File: config.mk
export PLATFORM = sky130hd
export DESIGN_NAME = play_controller_flat
export DESIGN_NICKNAME = d
export VERILOG_FILES = /design/src/rtl/piano_pkg.sv /design/src/rtl/play_controller_if.sv /design/src/rtl/edge_detect.sv /design/src/rtl/play_controller.sv /design/src/flat_wrapper.sv
export SDC_FILE = /design/constraint.sdc
export NUM_CORES = 1
export LEC_CHECK = 0
export BUFFER_PORTS_ARGS = -buffer_cell sky130_fd_sc_hd__buf_2
export CORE_ASPECT_RATIO = 0.9
export CORE_MARGIN = 2
export CORE_UTILIZATION = 51
export CTS_CLUSTER_DIAMETER = 50
export DETAILED_ROUTE_END_ITERATION = 6
export GPL_TIMING_DRIVEN = 0
export PLACE_DENSITY = 0.95
export SYNTH_ARGS = -nofsm -noshare
export SYNTH_HDL_FRONTEND = slang
export SYNTH_SLANG_ARGS = --single-unit
File: constraint.sdc
create_clock -name iClk -period 5.44 [get_ports iClk]
set_clock_uncertainty 0.1 [all_clocks]
set_input_delay 0.272 -clock iClk [delete_from_list [all_inputs] [get_ports iClk]]
set_output_delay 0.272 -clock iClk [all_outputs]
set_load 0.05 [all_outputs]
File: src/rtl/piano_pkg.sv
// Shared types and helpers for the keyboard/song play controller.
// Holds the FSM state encoding and the song-index one-hot helper.
package piano_pkg;

    typedef enum logic [1:0] {
        IDLE,
        KEY,
        HOLD,
        SONG
    } state_t;

    localparam int NOTE_REST      = 0;
    localparam int STOP_CODE_DFLT = 99;
    localparam int MAX_SONGS      = 32;

    function automatic logic [MAX_SONGS-1:0] onehot_from_idx(
        input int unsigned idx
    );
        logic [MAX_SONGS-1:0] oh;
        oh = '0;
        if (idx != 0 && idx <= MAX_SONGS)
            oh = MAX_SONGS'(1) << (idx - 1);
        return oh;
    endfunction

endpackage

File: src/rtl/play_controller_if.sv
// Key/song inputs and buzzer/sequencer outputs of the play controller.
// The master side drives inputs, the slave side is the controller.
interface play_controller_if #(
    parameter int NOTE_W    = 8,
    parameter int NUM_SONGS = 4,
    parameter int IDX_W     = $clog2(NUM_SONGS + 1)
);

    logic [NOTE_W-1:0]           iPs2_Data;
    logic [NUM_SONGS*NOTE_W-1:0] iSong_Data;
    logic [NUM_SONGS-1:0]        iSongSelect;
    logic [NUM_SONGS-1:0]        iSongEnd;
    logic [NOTE_W-1:0]           oFreq_Data;
    logic                        oCountEnable;
    logic [IDX_W-1:0]            oSongIdx;
    logic [NUM_SONGS-1:0]        oSongSelectSeq;
    logic                        oSongStart;

    modport master (
        output iPs2_Data, iSong_Data, iSongSelect, iSongEnd,
        input  oFreq_Data, oCountEnable, oSongIdx,
        input  oSongSelectSeq, oSongStart
    );

    modport slave (
        input  iPs2_Data, iSong_Data, iSongSelect, iSongEnd,
        output oFreq_Data, oCountEnable, oSongIdx,
        output oSongSelectSeq, oSongStart
    );

endinterface

File: src/rtl/edge_detect.sv
// Rising-edge detector; history resets to all-ones so a level
// already high when reset releases is not seen as a press.
module edge_detect #(
    parameter int W = 1
) (
    input  logic         clk,
    input  logic         rst_n,
    input  logic [W-1:0] level,
    output logic [W-1:0] rise
);

    logic [W-1:0] prev;

    always_ff @(posedge clk or negedge rst_n) begin
        if (!rst_n)
            prev <= '1;
        else
            prev <= level;
    end

    assign rise = level & ~prev;

endmodule

File: src/rtl/play_controller.sv
// Arbitrates live PS/2 key notes against built-in songs and drives
// the buzzer note code, counter enable and song sequencer controls.
module play_controller
    import piano_pkg::*;
#(
    parameter int NOTE_W      = 8,
    parameter int NUM_SONGS   = 4,
    parameter int IDX_W       = $clog2(NUM_SONGS + 1),
    parameter int HOLD_CYCLES = 0,
    parameter int STOP_CODE   = STOP_CODE_DFLT
) (
    input  logic              iClk,
    input  logic              iReset_n,
    play_controller_if.slave  bus
);

    localparam int CNT_W = (HOLD_CYCLES > 1) ? $clog2(HOLD_CYCLES) : 1;
    localparam logic [CNT_W-1:0] HOLD_LOAD =
        CNT_W'((HOLD_CYCLES > 0) ? HOLD_CYCLES - 1 : 0);

    state_t                state_q, state_d;
    logic [CNT_W-1:0]      cnt_q, cnt_d;
    logic [NOTE_W-1:0]     hold_q, hold_d;
    logic [IDX_W-1:0]      idx_q, idx_d;
    logic [NOTE_W-1:0]     freq_q, freq_d;
    logic                  en_q, en_d;
    logic [NUM_SONGS-1:0]  seq_q, seq_d;
    logic                  start_q, start_d;

    logic [NUM_SONGS-1:0]  rise;
    logic [IDX_W-1:0]      sel;
    logic                  end_hit;
    logic                  key_ok;
    logic [NOTE_W-1:0]     slice;
    logic [MAX_SONGS-1:0]  oh;

    edge_detect #(.W(NUM_SONGS)) u_btn (
        .clk   (iClk),
        .rst_n (iReset_n),
        .level (bus.iSongSelect),
        .rise  (rise)
    );

    assign key_ok = (bus.iPs2_Data != '0) &&
                    (bus.iPs2_Data != NOTE_W'(STOP_CODE));

    always_ff @(posedge iClk or negedge iReset_n) begin
        if (!iReset_n) begin
            state_q <= IDLE;
            cnt_q   <= '0;
            hold_q  <= '0;
            idx_q   <= '0;
            freq_q  <= '0;
            en_q    <= 1'b0;
            seq_q   <= '0;
            start_q <= 1'b0;
        end else begin
            state_q <= state_d;
            cnt_q   <= cnt_d;
            hold_q  <= hold_d;
            idx_q   <= idx_d;
            freq_q  <= freq_d;
            en_q    <= en_d;
            seq_q   <= seq_d;
            start_q <= start_d;
        end
    end

    always_comb begin
        state_d = state_q;
        cnt_d   = cnt_q;
        hold_d  = hold_q;
        idx_d   = idx_q;
        start_d = 1'b0;
        sel     = '0;
        end_hit = 1'b0;

        // Scan high to low so the lowest pressed button wins.
        for (int k = NUM_SONGS - 1; k >= 0; k--) begin
            if (rise[k])
                sel = IDX_W'(k + 1);
        end
        for (int k = 0; k < NUM_SONGS; k++) begin
            if (idx_q == IDX_W'(k + 1) && bus.iSongEnd[k])
                end_hit = 1'b1;
        end

        if (rise != '0) begin
            if (state_q == SONG && sel == idx_q) begin
                state_d = IDLE;
                idx_d   = '0;
            end else begin
                state_d = SONG;
                idx_d   = sel;
                start_d = 1'b1;
            end
        end else begin
            unique case (state_q)
                IDLE: begin
                    if (key_ok) begin
                        state_d = KEY;
                        hold_d  = bus.iPs2_Data;
                    end
                end
                KEY: begin
                    if (key_ok) begin
                        hold_d = bus.iPs2_Data;
                    end else if (HOLD_CYCLES == 0) begin
                        state_d = IDLE;
                    end else begin
                        state_d = HOLD;
                        cnt_d   = HOLD_LOAD;
                    end
                end
                HOLD: begin
                    if (key_ok) begin
                        state_d = KEY;
                        hold_d  = bus.iPs2_Data;
                    end else if (cnt_q == '0) begin
                        state_d = IDLE;
                    end else begin
                        cnt_d = cnt_q - 1'b1;
                    end
                end
                SONG: begin
                    if (end_hit) begin
                        state_d = IDLE;
                        idx_d   = '0;
                    end
                end
                default: state_d = IDLE;
            endcase
        end
    end

    always_comb begin
        slice  = '0;
        freq_d = NOTE_W'(NOTE_REST);
        en_d   = 1'b0;
        oh     = onehot_from_idx(int'(idx_d));
        seq_d  = '0;

        for (int k = 0; k < NUM_SONGS; k++) begin
            if (idx_d == IDX_W'(k + 1))
                slice = bus.iSong_Data[k*NOTE_W +: NOTE_W];
        end

        unique case (state_d)
            IDLE: begin
                freq_d = NOTE_W'(NOTE_REST);
            end
            KEY: begin
                freq_d = bus.iPs2_Data;
                en_d   = 1'b1;
            end
            HOLD: begin
                freq_d = hold_d;
                en_d   = 1'b1;
            end
            SONG: begin
                freq_d = slice;
                en_d   = 1'b1;
                seq_d  = oh[NUM_SONGS-1:0];
            end
            default: freq_d = NOTE_W'(NOTE_REST);
        endcase
    end

    assign bus.oFreq_Data     = freq_q;
    assign bus.oCountEnable   = en_q;
    assign bus.oSongIdx       = idx_q;
    assign bus.oSongSelectSeq = seq_q;
    assign bus.oSongStart     = start_q;

endmodule

File: src/flat_wrapper.sv
// flat-port wrapper written by rule: the top's interface ports become plain ports
module play_controller_flat import piano_pkg::*;
#(
    parameter int NOTE_W      = 8,
    parameter int NUM_SONGS   = 4,
    parameter int IDX_W       = $clog2(NUM_SONGS + 1),
    parameter int HOLD_CYCLES = 0,
    parameter int STOP_CODE   = STOP_CODE_DFLT
)
  (iClk, iReset_n, bus_iPs2_Data, bus_iSong_Data, bus_iSongSelect, bus_iSongEnd, bus_oFreq_Data, bus_oCountEnable, bus_oSongIdx, bus_oSongSelectSeq, bus_oSongStart);
  play_controller_if #(.NOTE_W(NOTE_W), .NUM_SONGS(NUM_SONGS), .IDX_W(IDX_W)) bus_i ();
  input  logic iClk;
  input  logic iReset_n;
  input wire logic [$bits(bus_i.iPs2_Data)-1:0] bus_iPs2_Data;
  input wire logic [$bits(bus_i.iSong_Data)-1:0] bus_iSong_Data;
  input wire logic [$bits(bus_i.iSongSelect)-1:0] bus_iSongSelect;
  input wire logic [$bits(bus_i.iSongEnd)-1:0] bus_iSongEnd;
  output wire logic [$bits(bus_i.oFreq_Data)-1:0] bus_oFreq_Data;
  output wire logic [$bits(bus_i.oCountEnable)-1:0] bus_oCountEnable;
  output wire logic [$bits(bus_i.oSongIdx)-1:0] bus_oSongIdx;
  output wire logic [$bits(bus_i.oSongSelectSeq)-1:0] bus_oSongSelectSeq;
  output wire logic [$bits(bus_i.oSongStart)-1:0] bus_oSongStart;
  assign bus_i.iPs2_Data = bus_iPs2_Data;
  assign bus_i.iSong_Data = bus_iSong_Data;
  assign bus_i.iSongSelect = bus_iSongSelect;
  assign bus_i.iSongEnd = bus_iSongEnd;
  assign bus_oFreq_Data = bus_i.oFreq_Data;
  assign bus_oCountEnable = bus_i.oCountEnable;
  assign bus_oSongIdx = bus_i.oSongIdx;
  assign bus_oSongSelectSeq = bus_i.oSongSelectSeq;
  assign bus_oSongStart = bus_i.oSongStart;
  play_controller #(.NOTE_W(NOTE_W), .NUM_SONGS(NUM_SONGS), .IDX_W(IDX_W), .HOLD_CYCLES(HOLD_CYCLES), .STOP_CODE(STOP_CODE)) u_core (.iClk(iClk), .iReset_n(iReset_n), .bus(bus_i));
endmodule
## Word-level counts from Yosys, hierarchy flattened

Cells that the tools add are included.

- Bits of input ports: 50
- Register bits: 32
- Logic and storage cells: 80

- Eq/ne operators: 16
- Add/subtract/negate cells: 2
- Reductions and logical operators: 14
- Bitwise gates (word level): 4
- Multiplexer cells: 34
- Shift-type cells: 1

Operators by type and width:

| operator | number |
|---|---|
| 8-bit two-way mux | 7 |
| 8-bit one-hot mux with 4 select lines | 1 |
| 1-bit by 32-bit left shift with 4-bit output, first input constant | 1 |
| 3-bit two-way mux | 8 |
| 2-bit two-way mux | 7 |
| 3-bit by 2-bit == test with 1-bit output, second input constant | 4 |
| 2-bit == test, second input constant | 4 |
| 1-bit two-way mux | 8 |
| 4-bit two-way mux | 2 |
| 8-bit by 7-bit inequality test with 1-bit output, second input constant | 1 |
| 2-bit one-hot mux with 4 select lines | 1 |
| 8-bit nonzero test | 1 |
| 3-bit by 1-bit == test with 1-bit output, second input constant | 2 |
| 3-bit == test, second input constant | 2 |
| 1-bit logical AND | 6 |
| 3-bit OR reduction | 2 |
| 4-bit AND | 1 |
| 2-bit by 1-bit == test with 1-bit output, second input constant | 2 |
| 2-bit logical NOT | 2 |
| 4-bit NOT | 1 |
| 4-bit nonzero test | 1 |
| 3-bit by 1-bit subtractor with 4-bit output, second input constant | 1 |
| 3-bit == test | 1 |
| 3-bit AND reduction | 1 |
| 3 further kinds | 4 |

## Depth between registers and ports, before layout

- Depth in word-level cells: 16
- Depth in mapped cells: 14
- Gate-level depth less buffers: 12

## Hierarchy

From an unflattened synthesis, not the netlist that was laid out.

- Cells, all modules: 216
- Area, all modules: 1894.3 µm²

Modules (own cells, without submodules):

| module | cells each | times used | sequential area each (µm²) | area each (µm²) |
|---|---|---|---|---|
| play_controller | 208 | 1 | 475.5 | 1734.2 |
| edge_detect | 8 | 1 | 105.1 | 160.2 |

## Least setup slack after synthesis

OpenSTA, ideal clock, no wires.

- Path kind: reg2reg
- From: register u_core.idx_q[0] (netlist: u_core.bus.oSongIdx[0])
- To: register u_core.freq_q[1] (netlist: u_core.bus.oFreq_Data[1])
- Cell stages (with the launch flop): 15
- Arrival: 3043 ps
- Path slack: 2163 ps
- Setup time: 134 ps
- Required time: 5206 ps
- Cell sequence: dfrtp_1 -> buf_2 -> nand2_1 -> or4_4 -> a31oi_4 -> a31oi_1 -> a21oi_1 -> ha_1 -> clkbuf_1 -> inv_1 -> and3_1 -> a21oi_1 -> o21ai_0 -> mux2i_1 -> o21ai_0

- Longest elaborated chain between the ends: 15
- Elaborated cells on any way between the ends: 35
- Those cells by class: eq/ne: 12; mux: 17; reduce/logical: 6

Ends and longest elaborated chain:

| element | line | RTL |
|---|---|---|
| start, declared | play_controller.sv:24 | `logic [IDX_W-1:0] idx_q, idx_d;` |
| start signal, assigned | play_controller.sv:61 | `idx_q <= idx_d;` |
| 3-bit by 1-bit == test with 1-bit output | play_controller.sv:84 | `if (idx_q == IDX_W'(k + 1) && bus.iSongEnd[k])` |
| 1-bit logical AND | play_controller.sv:84 |  |
| 1-bit two-way mux (4 in series) | play_controller.sv:84 |  |
| 3-bit two-way mux | play_controller.sv:126 | `if (end_hit) begin` |
| 3-bit two-way mux | play_controller.sv:98 | `unique case (state_q)` |
| 3-bit two-way mux | play_controller.sv:88 | `if (rise != '0) begin` |
| 3-bit by 1-bit == test with 1-bit output | play_controller.sv:144 | `if (idx_d == IDX_W'(k + 1))` |
| 8-bit two-way mux (4 in series) | play_controller.sv:144 |  |
| 8-bit one-hot mux with 4 select lines (*) | play_controller.sv:148 | `unique case (state_d)` |
| net u_core.freq_d[1] | play_controller.sv:25 | `logic [NOTE_W-1:0] freq_q, freq_d;` |
| end signal, assigned | play_controller.sv:62 | `freq_q <= freq_d;` |
| end, declared | play_controller.sv:25 |  |

The timed path passes the listed nets; every way through them passes the cells marked *.
A chain may end at the register's enable or synchronous reset.

## Final worst setup path

- From: input bus_iSongSelect[0]
- To: register u_core.freq_q[1] (netlist: u_core.bus.oFreq_Data[1])

- Longest elaborated chain between the ends: 12
- Elaborated cells on any way between the ends: 23
- Those cells by class: eq/ne: 8; mux: 11; bitwise: 1; reduce/logical: 3

Ends and longest elaborated chain:

| element | line | RTL |
|---|---|---|
| start, declared | flat_wrapper.sv:16 | `input wire logic [$bits(bus_i.iSongSelect)-1:0] bus_iSongSelect;` |
| 4-bit AND (*) | edge_detect.sv:21 | `assign rise = level & ~prev;` |
| 3-bit two-way mux | play_controller.sv:80 | `if (rise[k])` |
| 3-bit == test | play_controller.sv:89 | `if (state_q == SONG && sel == idx_q) begin` |
| 1-bit logical AND | play_controller.sv:89 |  |
| 3-bit two-way mux | play_controller.sv:89 |  |
| 3-bit two-way mux | play_controller.sv:88 |  |
| 3-bit by 1-bit == test with 1-bit output | play_controller.sv:144 |  |
| 8-bit two-way mux (4 in series) | play_controller.sv:144 |  |
| 8-bit one-hot mux with 4 select lines (*) | play_controller.sv:148 |  |
| net u_core.freq_d[1] | play_controller.sv:25 |  |

Marked as above.

==> impl_results.md <==
- Status: completed
- Cell Int Power: 365 uW
- Worst path arrival time: 3710 ps
- Post-CTS sizing: 0
- Fin cells: 297
- Overall power: 713 uW
- Gr usage total: 21.3%
- CP Cell Sequence: dlygate4sd3_1 > buf_2 > nor2b_4 > or4_4 > a31oi_4 > a31oi_1 > a21oi_1 > ha_1 > clkbuf_1 > inv_1 > and3_1 > a21oi_1 > o21ai_0 > mux2i_1 > o21ai_0
- VDD IR max: 0.000139 V
- Antenna violations before repair: 0
- WS Path Type: input pin to flop
- Cts hold-fix bufs: 5
- Fraction of layout cells with a size suffix above 1: 34.9%
- Mapped cell area: 1580 sq um
- Bufs and invs on worst path: 4
- Pwr dens: 349 nW/um^2
- H-tree depth: 1
- CP startpoint kind: input pin
- Sw Share: 48.8%
- Syn. warnings: 0
- CTS buffer count: 3
- Combinational fraction of design power: 57.4%
- Core footprint: 3020 sq um
- Synth Instances: 180
- F_max: 276 MHz
- Tmin final: 3620 ps
- Met2 GRT Util: 32.1%
- CTS tree: built
- Clk pwr share: 10.8%
- DR iter-0 viols: 65
- Die Height: 56.9 um
- CP endpoint kind: flop
- Largest net degree at the start of global routing: 24
- Met1 GRT Util: 30.7%
- Clk_lat worst skew: 310 ps
- Fin. max-slew vios: 0
- DP Cell Count: 288
- Slew at the pin with the worst max-slew slack: 472 ps
- Synth area leaders: dfrtp_1 (30%), dfstp_2 (6.6%), nand2_1 (6.4%)
- Antenna diodes: 0
- Site Rows: 19
- Hold Vio Cnt, Final: 0
- Number of flops mapped to enable cells by yosys: 0
- CTS Sinks: 23
- Setup bufs post-CTS: 0
- Compound-Gate Fraction of Synth Area: 23.4%
- Post-DRT Antenna Nets: 0
- Largest area contributor in the netlist: dfrtp_1
- FFs w/ async S/R, synth: 100%
- Clk buf depth: 2
- Routed vias: 1582
- Layout Nets: 311
- Top cell family by delay on the critical path: buffers and inverters
- Worst path slowest cell: or4_4
- CP peak stage delay: 560 ps
- Number of global-route vias before repair: 1391
- GPL Wtd Cong: 0.885
- Static Leak: 0.000984 uW
- Hold Path Class: input pin to flop
- Max_slew headroom: 68.5%
- Hpwl dp: 2980 um
- Post-Syn Nets: 235
- Worst-path clk slew: 120 ps
- GRT Max-Usage Layer: met2
- Post-synth top area share: 30.0%
- Post-Synth Adder-Cell Area: 3.95%
- Unrepaired setup endpoints after global routing: false
- Synth unique cells: 45
- Area growth syn-to-layout: 29.1%
- Post-route setup TNS: 0 ps
- Worst Path Max Fanout: 9
- Largest family of logic cells by synthesized area: simple AND/OR/NAND/NOR gates
- Simple-Gate Fraction of Synth Area: 26.3%
- First-pass GRT wire length: 6090 um
- Fin crit share: 66.6%
- Sequential fraction of the synthesis area: 36.7%
- Final setup vio count: 0
- Mux cell area share after synthesis: 5.69%
- Vias per inst: 5.33
- Fill cells: 265
- Seq pwr share: 31.7%
- Drt wl/cell: 12.4 um
- M3 GR Usage: 4.01%
- Residual DRC count: 0
- WL final: 3680 um
- Switching power: 348 uW
- 1st-pass router iterations: 4
- Die Area: 3570 sq um
- XOR/XNOR share of the synthesized area: 0%
- #FFs+latches synth: 23
- Total grt overflow: 0
- Port Buf Inserts: 66
- Ports: 67
- Syn_area_per_cell: 8.79 sq um
- Max Cap Viol: 0
- Primary FF master, synth: dfrtp_1
- Initial Util: 52.4%
- Die X: 62.7 um
- Critical Path RT: 5520 ps
- Clock root buffer master: clkbuf_4
[cells by family after synthesis]
group,count (synthesis)
DFF,23
and+or+nand+nor,73
muxes,9
adders and majority gates,5
buffers and inverters,16
AOI/OAI and AO/OA,54
[synth_stat cells (2+ instances only)]
master    number
nor4_1         2
nand3_1        3
a211oi_1       3
nor2_1         3
a211oi_2       2
ha_1           5
nand4_1        2
a31oi_1        2
and3_1         9
a21o_1         2
dfstp_2        4
and2_1         8
o21ai_1        2
clkbuf_1       6
nand2_1       27
inv_1          8
nor2b_1        4
mux2i_1        9
or2_2          2
o22ai_1        2
o21ai_0       19
buf_2          2
dfrtp_1       19
a21oi_1       12
nand2b_1       3
[routing by layer]
metal | up-vias | routed length, um
met2 | 59 | 1710
li1 | 801 | -
met3 | 5 | 230
met4 | 0 | 55
met1 | 717 | 1680
met5 | - | 0
[state kept, by name, summed over array words and instances, names as in the netlist]
signal and cells:
u_core.bus.oFreq_Data 8, u_core.bus.oSongIdx 3, u_core.u_btn.prev 4, u_core.state_q 2, u_core.bus.oSongStart 1, u_core.bus.oCountEnable 1, u_core.bus.oSongSelectSeq 4
[cell type report]
cell class / instances / area, sq um / share of cell area, %
repair buffers: 71 / 380 / 18.6
flip-flops and latches: 23 / 581 / 28.4
well taps: 42 / 52.6 / 2.57
inverters: 8 / 30.0 / 1.47
clock inverters: 1 / 5.00 / 0.245
clock buffers: 3 / 22.5 / 1.10
multi-input cells: 141 / 940 / 46.0
plain buffers: 8 / 32.5 / 1.59
[power groups by stage]
stage | sequential (uW) | combinational [uW] | clock [uW]
final | 226 | 409 | 77.1
after global routing | 232 | 445 | 84.4
after CTS | 227 | 408 | 78.0
after detailed placement | 230 | 405 | 0
after global placement | 230 | 398 | 0
after floorplan | 352 | 185 | 0
[cells in the final DEF (no fill, tap or decap), drive strengths merged, types with 4 or more instances in the layout]
master	n
mux2i	9
clkbuf	9
buf	68
dfstp	4
o21ai	21
ha	5
dfrtp	19
nor2b	5
nand2	27
and3	9
and2	8
a21oi	12
inv	8
dlygate4sd3	5
nand2b	4
a211oi	5
[per-stage QoR]
step	worst slack (ps)	hold slack, ps	utilization, %	cell area [sq um]
6_report	1820	71.6	67.7	2040
5_1_grt	1490	80.7	67.7	2040
4_1_cts	1810	72.4	67.7	2040
3_5_place_dp	1960	153	65.1	1970
3_3_place_gp	2030	156	65.1	1970
2_1_floorplan	2160	-124	-	1580
[worst min-delay path, stage by stage]
cell	delay (ps)
buf_2	90
nand2_1	40
o21ai_0	50
[final timing paths]
kind	from	endpoint	slack, ps	depth (start not counted)
hold reg to reg	u_core.state_q[1]	u_core.bus.oSongStart	630	3
setup reg to reg	u_core.u_btn.prev[0]	u_core.bus.oFreq_Data[1]	1940	13
max in group asynchronous	iReset_n	u_core.u_btn.prev[0]	4560	2
setup / recovery	bus_iSongSelect[0]	u_core.bus.oFreq_Data[1]	1820	15
hold / removal	bus_iPs2_Data[2]	u_core.bus.oFreq_Data[2]	70	3
min in group asynchronous	iReset_n	u_core.bus.oSongStart	330	2
(Power assumes the default switching activity.)
